### src/rtl/snake_dir_pkg.sv
// Shared direction encodings for the snake direction path.
// Directions are one-hot: bit0 right, bit1 up, bit2 down, bit3 left.
package snake_dir_pkg;

  localparam logic [3:0] DIR_RIGHT = 4'b0001;
  localparam logic [3:0] DIR_UP    = 4'b0010;
  localparam logic [3:0] DIR_DOWN  = 4'b0100;
  localparam logic [3:0] DIR_LEFT  = 4'b1000;

  // The encoding places opposite pairs at mirrored bit positions, so a bit reverse flips direction
  function automatic logic [3:0] dir_opposite(input logic [3:0] d);
    return {d[0], d[1], d[2], d[3]};
  endfunction

endpackage

### src/rtl/key_debouncer.sv
// One push-button: 2-FF synchroniser, stability counter and a single-cycle press pulse.
// The internal stable level is active-high (1 = pressed).
module key_debouncer #(
  parameter int DEBOUNCE_CYCLES = 500000
) (
  input  logic clk,
  input  logic reset_n,
  input  logic i_key_n,
  output logic o_press
);

  localparam int CW = (DEBOUNCE_CYCLES > 1) ? $clog2(DEBOUNCE_CYCLES + 1) : 1;

  logic          r_sync1;
  logic          r_sync2;
  logic          r_stable;
  logic          r_press;
  logic [CW-1:0] r_cnt;
  logic          w_pressed_sync;

  assign w_pressed_sync = ~r_sync2;
  assign o_press        = r_press;

  always_ff @(posedge clk or negedge reset_n) begin
    if (!reset_n) begin
      r_sync1  <= 1'b1;
      r_sync2  <= 1'b1;
      r_stable <= 1'b0;
      r_press  <= 1'b0;
      r_cnt    <= '0;
    end else begin
      r_sync1 <= i_key_n;
      r_sync2 <= r_sync1;
      r_press <= 1'b0;
      if (w_pressed_sync != r_stable) begin
        // This is the DEBOUNCE_CYCLES-th consecutive differing cycle
        if (r_cnt == CW'(DEBOUNCE_CYCLES - 1)) begin
          r_stable <= w_pressed_sync;
          r_cnt    <= '0;
          r_press  <= w_pressed_sync;
        end else begin
          r_cnt <= r_cnt + CW'(1);
        end
      end else begin
        r_cnt <= '0;
      end
    end
  end

endmodule

### src/rtl/dir_input_queue.sv
// Turns four debounced active-low buttons into a queued one-hot direction, one turn per game tick.
// Define DIR_REVERSE_FILTER_EN to also reject turns opposite to the reference direction.
module dir_input_queue
  import snake_dir_pkg::*;
#(
  parameter int         DEPTH           = 4,
  parameter int         DEBOUNCE_CYCLES = 500000,
  parameter logic [3:0] DEFAULT_DIR     = 4'b0001
) (
  input  logic                         clk,
  input  logic                         reset_n,
  input  logic [3:0]                   key_n,
  input  logic                         game_tick,
  input  logic                         flush,
  output logic [3:0]                   dir_out,
  output logic [$clog2(DEPTH+1)-1:0]   queue_count,
  output logic                         drop_pulse
);

  localparam int CW = $clog2(DEPTH + 1);
  localparam int PW = (DEPTH > 1) ? $clog2(DEPTH) : 1;

  logic [3:0]    w_press;
  logic [3:0]    w_evt;
  logic [3:0]    w_ref;
  logic          w_any;
  logic          w_multi;
  logic          w_full;
  logic          w_opp;
  logic          w_reject;
  logic          w_push;
  logic          w_pop;

  logic [3:0]    r_mem [DEPTH];
  logic [3:0]    r_tail;
  logic [3:0]    r_dir;
  logic [PW-1:0] r_rd;
  logic [PW-1:0] r_wr;
  logic [CW-1:0] r_count;
  logic          r_drop;

  function automatic logic [PW-1:0] ptr_inc(input logic [PW-1:0] p);
    return (p == PW'(DEPTH - 1)) ? '0 : p + PW'(1);
  endfunction

  for (genvar g = 0; g < 4; g++) begin : g_key
    key_debouncer #(
      .DEBOUNCE_CYCLES(DEBOUNCE_CYCLES)
    ) u_deb (
      .clk     (clk),
      .reset_n (reset_n),
      .i_key_n (key_n[g]),
      .o_press (w_press[g])
    );
  end

  always_comb begin
    // Isolate the lowest set bit so simultaneous presses resolve to the lowest index
    w_evt   = w_press & (~w_press + 4'd1);
    w_any   = |w_press;
    w_multi = |(w_press & ~w_evt);
    w_ref   = (r_count != '0) ? r_tail : r_dir;
    w_full  = (r_count == CW'(DEPTH));
`ifdef DIR_REVERSE_FILTER_EN
    w_opp   = (w_evt == dir_opposite(w_ref));
`else
    w_opp   = 1'b0;
`endif
    w_reject = (w_evt == w_ref) | w_opp | w_full;
    w_push   = w_any & ~w_reject & ~flush;
    w_pop    = game_tick & (r_count != '0) & ~flush;
  end

  always_ff @(posedge clk or negedge reset_n) begin
    if (!reset_n) begin
      r_dir   <= DEFAULT_DIR;
      r_rd    <= '0;
      r_wr    <= '0;
      r_count <= '0;
      r_drop  <= 1'b0;
    end else if (flush) begin
      r_dir   <= DEFAULT_DIR;
      r_rd    <= '0;
      r_wr    <= '0;
      r_count <= '0;
      r_drop  <= 1'b0;
    end else begin
      r_drop <= w_any & (w_multi | w_reject);
      if (w_pop) begin
        r_dir <= r_mem[r_rd];
        r_rd  <= ptr_inc(r_rd);
      end
      if (w_push) begin
        r_wr <= ptr_inc(r_wr);
      end
      case ({w_push, w_pop})
        2'b10:   r_count <= r_count + CW'(1);
        2'b01:   r_count <= r_count - CW'(1);
        default: r_count <= r_count;
      endcase
    end
  end

  // Entry storage needs no reset: it is only read while the count says it holds data
  always_ff @(posedge clk) begin
    if (w_push) begin
      r_mem[r_wr] <= w_evt;
      r_tail      <= w_evt;
    end
  end

  assign dir_out     = r_dir;
  assign queue_count = r_count;
  assign drop_pulse  = r_drop;

endmodule
### config.mk
export PLATFORM = sky130hd
export DESIGN_NAME = dir_input_queue
export DESIGN_NICKNAME = d
export VERILOG_FILES = /design/src/rtl/snake_dir_pkg.sv /design/src/rtl/key_debouncer.sv /design/src/rtl/dir_input_queue.sv
export SDC_FILE = /design/constraint.sdc
export NUM_CORES = 1
export LEC_CHECK = 0
export BUFFER_PORTS_ARGS = -buffer_cell sky130_fd_sc_hd__buf_2
export CAP_MARGIN = 20
export CORE_ASPECT_RATIO = 0.9
export CORE_UTILIZATION = 65
export CTS_BUF_LIST = sky130_fd_sc_hd__clkbuf_8
export DETAILED_ROUTE_END_ITERATION = 8
export PLACE_DENSITY = 0.83
export SKIP_CTS_REPAIR_TIMING = 1
export SLEW_MARGIN = 20
export SYNTH_ARGS = -nofsm -noshare
export SYNTH_HDL_FRONTEND = slang
export SYNTH_SLANG_ARGS = --single-unit
### constraint.sdc
create_clock -name clk -period 3.4 [get_ports clk]
set_input_delay 0.34 -clock clk [delete_from_list [all_inputs] [get_ports clk]]
set_output_delay 0.34 -clock clk [all_outputs]
set_load 0.01 [all_outputs]
After elaboration in Yosys (flattened, before gate mapping)
Memories as Yosys holds them, arrays and structs flattened.
Index checks and enable logic that the tools add are counted.
{ "totals": {"ff_bits": 108, "ram_bits": 16, "in_bits": 8, "memories": 1} }
{ "memory_table": {"columns": ["name", "depth", "word_bits", "read_ports", "rd_ports_with_merged_regs", "wr", "line", "source"], "rows": [
  ["r_mem", 4, 4, 1, 0, 1, "dir_input_queue.sv:34", "logic [3:0] r_mem [DEPTH];"]
]} }
{ "op_classes": {"n_addsub": 9, "eq_ne": 14, "muxes": 30, "bitwise": 17, "reduce_logical": 10} }
{ "ops": {"columns": ["operator", "n"], "rows": [
  ["19-bit two-way mux", 8],
  ["19-bit by 1-bit adder with 19-bit output (second input constant)", 4],
  ["19-bit equality test (second input constant)", 4],
  ["2-bit two-way mux", 6],
  ["4-bit two-way mux", 3],
  ["1-bit two-way mux", 11],
  ["4-bit bitwise AND", 2],
  ["4-bit inverter", 2],
  ["2-bit AND reduction", 4],
  ["4-bit OR reduction", 2],
  ["2-bit equality test (second input constant)", 3],
  ["1-bit inverter", 6],
  ["3-bit case mux with 2 select lines", 1],
  ["3-bit nonzero test", 2],
  ["1-bit bitwise AND", 5],
  ["2-bit by 1-bit adder with 2-bit output (second input constant)", 2],
  ["4-bit by 1-bit adder with 4-bit output (second input constant)", 1],
  ["4-bit equality test", 1],
  ["1-bit != test", 4],
  ["2-bit nonzero test", 2],
  ["3-bit by 1-bit adder with 3-bit output (second input constant)", 1],
  ["3-bit equality test (second input constant)", 1],
  ["3-bit two-way mux", 1],
  ["3-bit by 1-bit subtractor with 3-bit output (second input constant)", 1],
  ["other kinds (2)", 3]
]} }

Longest topological paths before layout
{ "depth": {"word_depth": 11, "ltp_mapped": 13} }

By module
Synthesis repeated with hierarchy kept, for this count alone.
{ "hier_totals": {"cells_unflattened": 581, "area_unflattened_um2": 6173.4} }
{ "by_module_without_submodules": {"columns": ["mod", "n_inst", "cells_each", "area_per_inst_um2", "seq_area_each_um2"], "rows": [
  ["key_debouncer", 4, 111, 1113.6, 578.1],
  ["dir_input_queue", 1, 137, 1719.1, 902.1]
]} }

Worst setup path before layout
Ideal clock, no wire load.
{ "synth_timing": {"kind": "reg2reg", "startpoint": "register r_count[0] (netlist: queue_count[0])", "endpoint": "register r_count[2] (netlist: queue_count[2])", "setup_time_ns": 0.135, "arrival_ns": 2.908, "t_required_ns": 3.265, "path_slack_ns": 0.356, "stages_incl_launch_ff": 12, "path_cell_list": "dfrtp_1 nor3_2 mux2i_1 xnor2_1 a41o_1 nor2_1 nor3_1 fa_1 and3_1 a211o_1 a311oi_1 o32ai_1"} }
{ "synth_between": {"elab_chain_cells": 10, "word_cells_on_any_way": 17, "cone_classes": "2 x add/sub; 4 x eq/ne; 3 x mux; 6 x bitwise; 2 x reduce/logical"} }
{ "synth_rtl": {"columns": ["element", "line", "source"], "rows": [
  ["start: declaration", "dir_input_queue.sv:39", "logic [CW-1:0] r_count;"],
  ["start signal: assignment", "dir_input_queue.sv:97", "2'b10: r_count <= r_count + CW'(1);"],
  ["start signal: assignment", "dir_input_queue.sv:98", "2'b01: r_count <= r_count - CW'(1);"],
  ["start signal: assignment", "dir_input_queue.sv:99", "default: r_count <= r_count;"],
  ["3-bit nonzero test", "dir_input_queue.sv:62, dir_input_queue.sv:71", null],
  ["4-bit two-way mux", "dir_input_queue.sv:62", "w_ref = (r_count != '0) ? r_tail : r_dir;"],
  ["4-bit equality test", "dir_input_queue.sv:69", "w_reject = (w_evt == w_ref) | w_opp | w_full;"],
  ["1-bit OR", "dir_input_queue.sv:69", null],
  ["1-bit inverter", "dir_input_queue.sv:70", "w_push = w_any & ~w_reject & ~flush;"],
  ["1-bit bitwise AND (2 in series)", "dir_input_queue.sv:70", null],
  ["2-bit by 1-bit equality test with 1-bit output or 2-bit equality test (tied branches)", "dir_input_queue.sv:96", "case ({w_push, w_pop})"],
  ["3-bit case mux with 2 select lines", "dir_input_queue.sv:96", null],
  ["3-bit two-way mux", "dir_input_queue.sv:81", "end else if (flush) begin"]
]} }
Several ways; a longest one is shown, not always the timed one.
A chain may end at the register's enable or synchronous reset.

Final worst setup path
Same ends and word-level chain as after synthesis.

==> summary.md <==
| Metric | Value |
|---|---|
| Status | finished with violations |
| Failing checks | negative hold slack |
| Critical path class | flip-flop to flip-flop |
| Post-synth ARST share | about 84% |
| 1st-pass router iterations | 5 |
| Die Ht | about 92 microns |
| HPWL Detailed | 7230 microns |
| Antenna violations before repair | 0 |
| Post-Syn Area | between 5000 and 6000 sq um |
| Worst Skew | roughly 0.012 ns |
| Ys flop type | dfrtp_1 |
| Max_cap viols | 0 |
| Slowest-stage cell, CP | or4b_4 |
| Measured slew at the worst slew-check pin | ~0.74 ns |
| Unrepaired setup endpoints after global routing | no |
| Dpl cell area | 6050 sq um |
| Number of port buffers | 15 |
| Avg Inst Size Synth | around 11 sq um |
| Critical Path RT | ~3.7 ns |
| DIE AREA | 9360 sq um |
| Sink Count | ~120 |
| Fin crit period | about 3.3 ns |
| Yosys cell types | 51 |
| Fin nets | between 600 and 700 |
| Ports | 16 |
| #FFs+latches synth | 124 |
| Reg2reg end | queue_count[2] |
| Total wire length | ~11,000 microns |
| Wire per inst | approximately 15 microns |
| Fin. Hold Viols | 38 |
| Max VDD drop | ~430 uV |
| Worst slew margin | 50.3% |
| CP endpoint kind | flip-flop |
| Core ar. | around 8600 sq um |
| Yosys warns | 0 |
| FILL cells | between 500 and 600 |
| Via count | just over 4,000 |
| Width of the die | between 100 and 150 microns |
| Worst stage delay on the critical path | ~0.58 ns |
| Hold slack | -0.0387 ns |
| First-pass GRT wire length | 18,200 microns |
| Starting density of the core | between 60% and 70% |
| Fin Setup TNS | 0 ns |
| Critical path fanouts, max | 9 |
| Reg2reg path depth | 11 |
| Row count | 32 |
| Clock Latency Late Sink | between 0.4 and 0.5 ns |
| Layout cell share with drive strength beyond 1 | 13.1% |
| Most common library cell in the layout ignoring fill and taps | nor2_1 |
| CP cell instances | or4b_4 -> a21oi_2 -> nor2_1 -> a41o_2 -> nor2_1 -> nor3_1 -> fa_1 -> and3_1 -> a211o_1 -> a311oi_1 -> o32ai_1 |
| Final core utilization | between 70% and 80% |
| Period utilization | 96.1% |
| CP bufs+invs | 0 |
| Post-route DRC violation count | 0 |
| Pin count of the biggest net entering global routing | 63 |
| HP Class | input pin to async pin |
| Via-to-Cell Ratio | ~5.7 |
| Number of synthesized flops with an enable pin | 20 |
| # diodes | 0 |
| CTS Root Buffer Type | clkbuf_8 |
| Top cell by count, worst path | nor2_1 |
| Top delay family on crit path | compound AO/OA/AOI/OAI gates |
| Design Area, Final | 6470 sq um |
| Congestion Overflow GR | 0 |
| Lkg Pwr | roughly 0.0028 uW |
| Launching point of the worst reg2reg path | queue_count[0] |
| RePlAce Congestion | 0.923 |
| Net Count, Synth | between 500 and 600 |
| Worst R2R Setup Slack | 0.13 ns |
| Tot GR Track Use | 25.6% |
| Routed Antenna Nets | 0 |
| Initial drt markers | between 200 and 250 |
| P&R area growth vs syn | 11.0% |
| Max H-tree Level | 4 |
| Non-Filler Instances | approximately 700 |
| Setup violators final | 0 |
| Fmax | roughly 0.31 GHz |
| Sequential cell area fraction in the yosys report | 55.1% |
| CTS tree | yes |
| Max Slew Vio Count | 0 |
| Vias in the first global route | 4,026 |
| Dpl cells | ~680 |
| PD cells | a little over 500 nW/um^2 |
| Most frequent cells in the layout | nor2_1 (111), dfrtp_1 (92), nand2_1 (40), xor2_1 (37), xnor2_1 (36) |
| Pwr Total | around 3300 uW |
| Deepest clock path buffer count | 2 |
| Crit start category | flip-flop |
| Syn Inst Count | 552 |
| Total CTS buffers | 17 |
| Crit path DAT | approximately 3.6 ns |
| Clk slew on worst S/H paths | ~0.070 ns |
==> kinds of logic after synthesis <==
| group | synth area share, % |
|---|---|
| simple gates | 23.0 |
| flops | 55.1 |
| xor+xnor | 11.1 |
| compound gates | 3.56 |
| buf+inv | 1.89 |
| mux | 2.83 |
| fa+ha+maj | 2.45 |
==> stage by stage <==
step           setup slack, ns  hold slack [ns]
6_report                 0.134          -0.0387
5_1_grt                0.00505           0.0126
4_1_cts                 0.0316          -0.0191
3_5_place_dp           0.00848            0.348
3_3_place_gp             0.189            0.347
2_1_floorplan            0.356           0.0444
==> how the worst max path moves through the flow <==
stage	startpoint	end	slack [ns]	depth (start not counted)
floorplan	queue_count[0]	queue_count[2]	0.36	11
global placement	queue_count[0]	queue_count[2]	0.19	11
detailed placement	queue_count[0]	queue_count[2]	0.008	11
CTS	queue_count[0]	queue_count[2]	0.03	11
global route	queue_count[0]	queue_count[2]	0.005	11
finish	queue_count[0]	queue_count[2]	0.13	11
==> power by group <==
part	switching [uW]	internal, uW
registers	59.0	1550
clock network	543	617
logic	310	229
total	912	2390
==> layout make-up <==
class | count | area, sq um | share of cell area, %
multi-input cells | 400 | 2530 | 39.0
well taps | 119 | 149 | 2.30
inverters | 16 | 60.1 | 0.928
clock buffers | 20 | 275 | 4.25
repair buffers | 25 | 163 | 2.51
flip-flops and latches | 124 | 3220 | 49.7
clock inverters | 12 | 81.3 | 1.26
==> Yosys cell counts (2+ instances only) <==
| cell type | instances | area [sq um] |
|---|---|---|
| a31oi_1 | 2 | 12.5 |
| nor2b_1 | 6 | 37.5 |
| o21ai_0 | 8 | 40.0 |
| nor3_1 | 16 | 80.1 |
| nor2_1 | 111 | 417 |
| nand3b_1 | 2 | 15.0 |
| or2_2 | 3 | 18.8 |
| buf_2 | 4 | 20.0 |
| clkbuf_1 | 8 | 30.0 |
| mux2i_1 | 6 | 60.1 |
| nand4b_1 | 3 | 26.3 |
| ha_1 | 9 | 113 |
| nand3_1 | 32 | 160 |
| and3_1 | 12 | 75.1 |
| mux4_2 | 4 | 90.1 |
| and4_1 | 8 | 70.1 |
| nand2b_1 | 4 | 25.0 |
| nand2_1 | 40 | 150 |
| nor4_1 | 5 | 31.3 |
| xnor2_1 | 36 | 315 |
| a311oi_1 | 2 | 17.5 |
| nor3_2 | 2 | 20.0 |
| dfstp_2 | 9 | 236 |
| a21oi_1 | 9 | 45.0 |
| or4_1 | 3 | 22.5 |
| dfrtp_1 | 95 | 2380 |
| edfxtp_1 | 20 | 601 |
| and2_1 | 7 | 43.8 |
| nor4b_1 | 2 | 17.5 |
| inv_1 | 16 | 60.1 |
| xor2_1 | 38 | 333 |
| nand4_1 | 10 | 62.6 |
| nor3b_1 | 2 | 15.0 |
==> layer usage <==
metal | routed length, microns | track usage (%) | up-vias
li1 | - | - | 1952
met1 | 4650 | 33.0 | 2003
met2 | 5170 | 40.0 | 113
met3 | 503 | 8.69 | 25
met4 | 245 | 10.2 | 0
met5 | 0 | 0 | -
==> registers in the layout, indices dropped and copies added (netlist names) <==
name and cells:
g_key.u_deb.r_cnt 76, r_mem 16, dir_out 4, g_key.u_deb.o_press 4
g_key.u_deb.r_stable 4, g_key.u_deb.r_sync1 4, g_key.u_deb.r_sync2 4, r_tail 4
queue_count 3, r_rd 2, r_wr 2, drop_pulse 1
(Power assumes the default switching activity.)
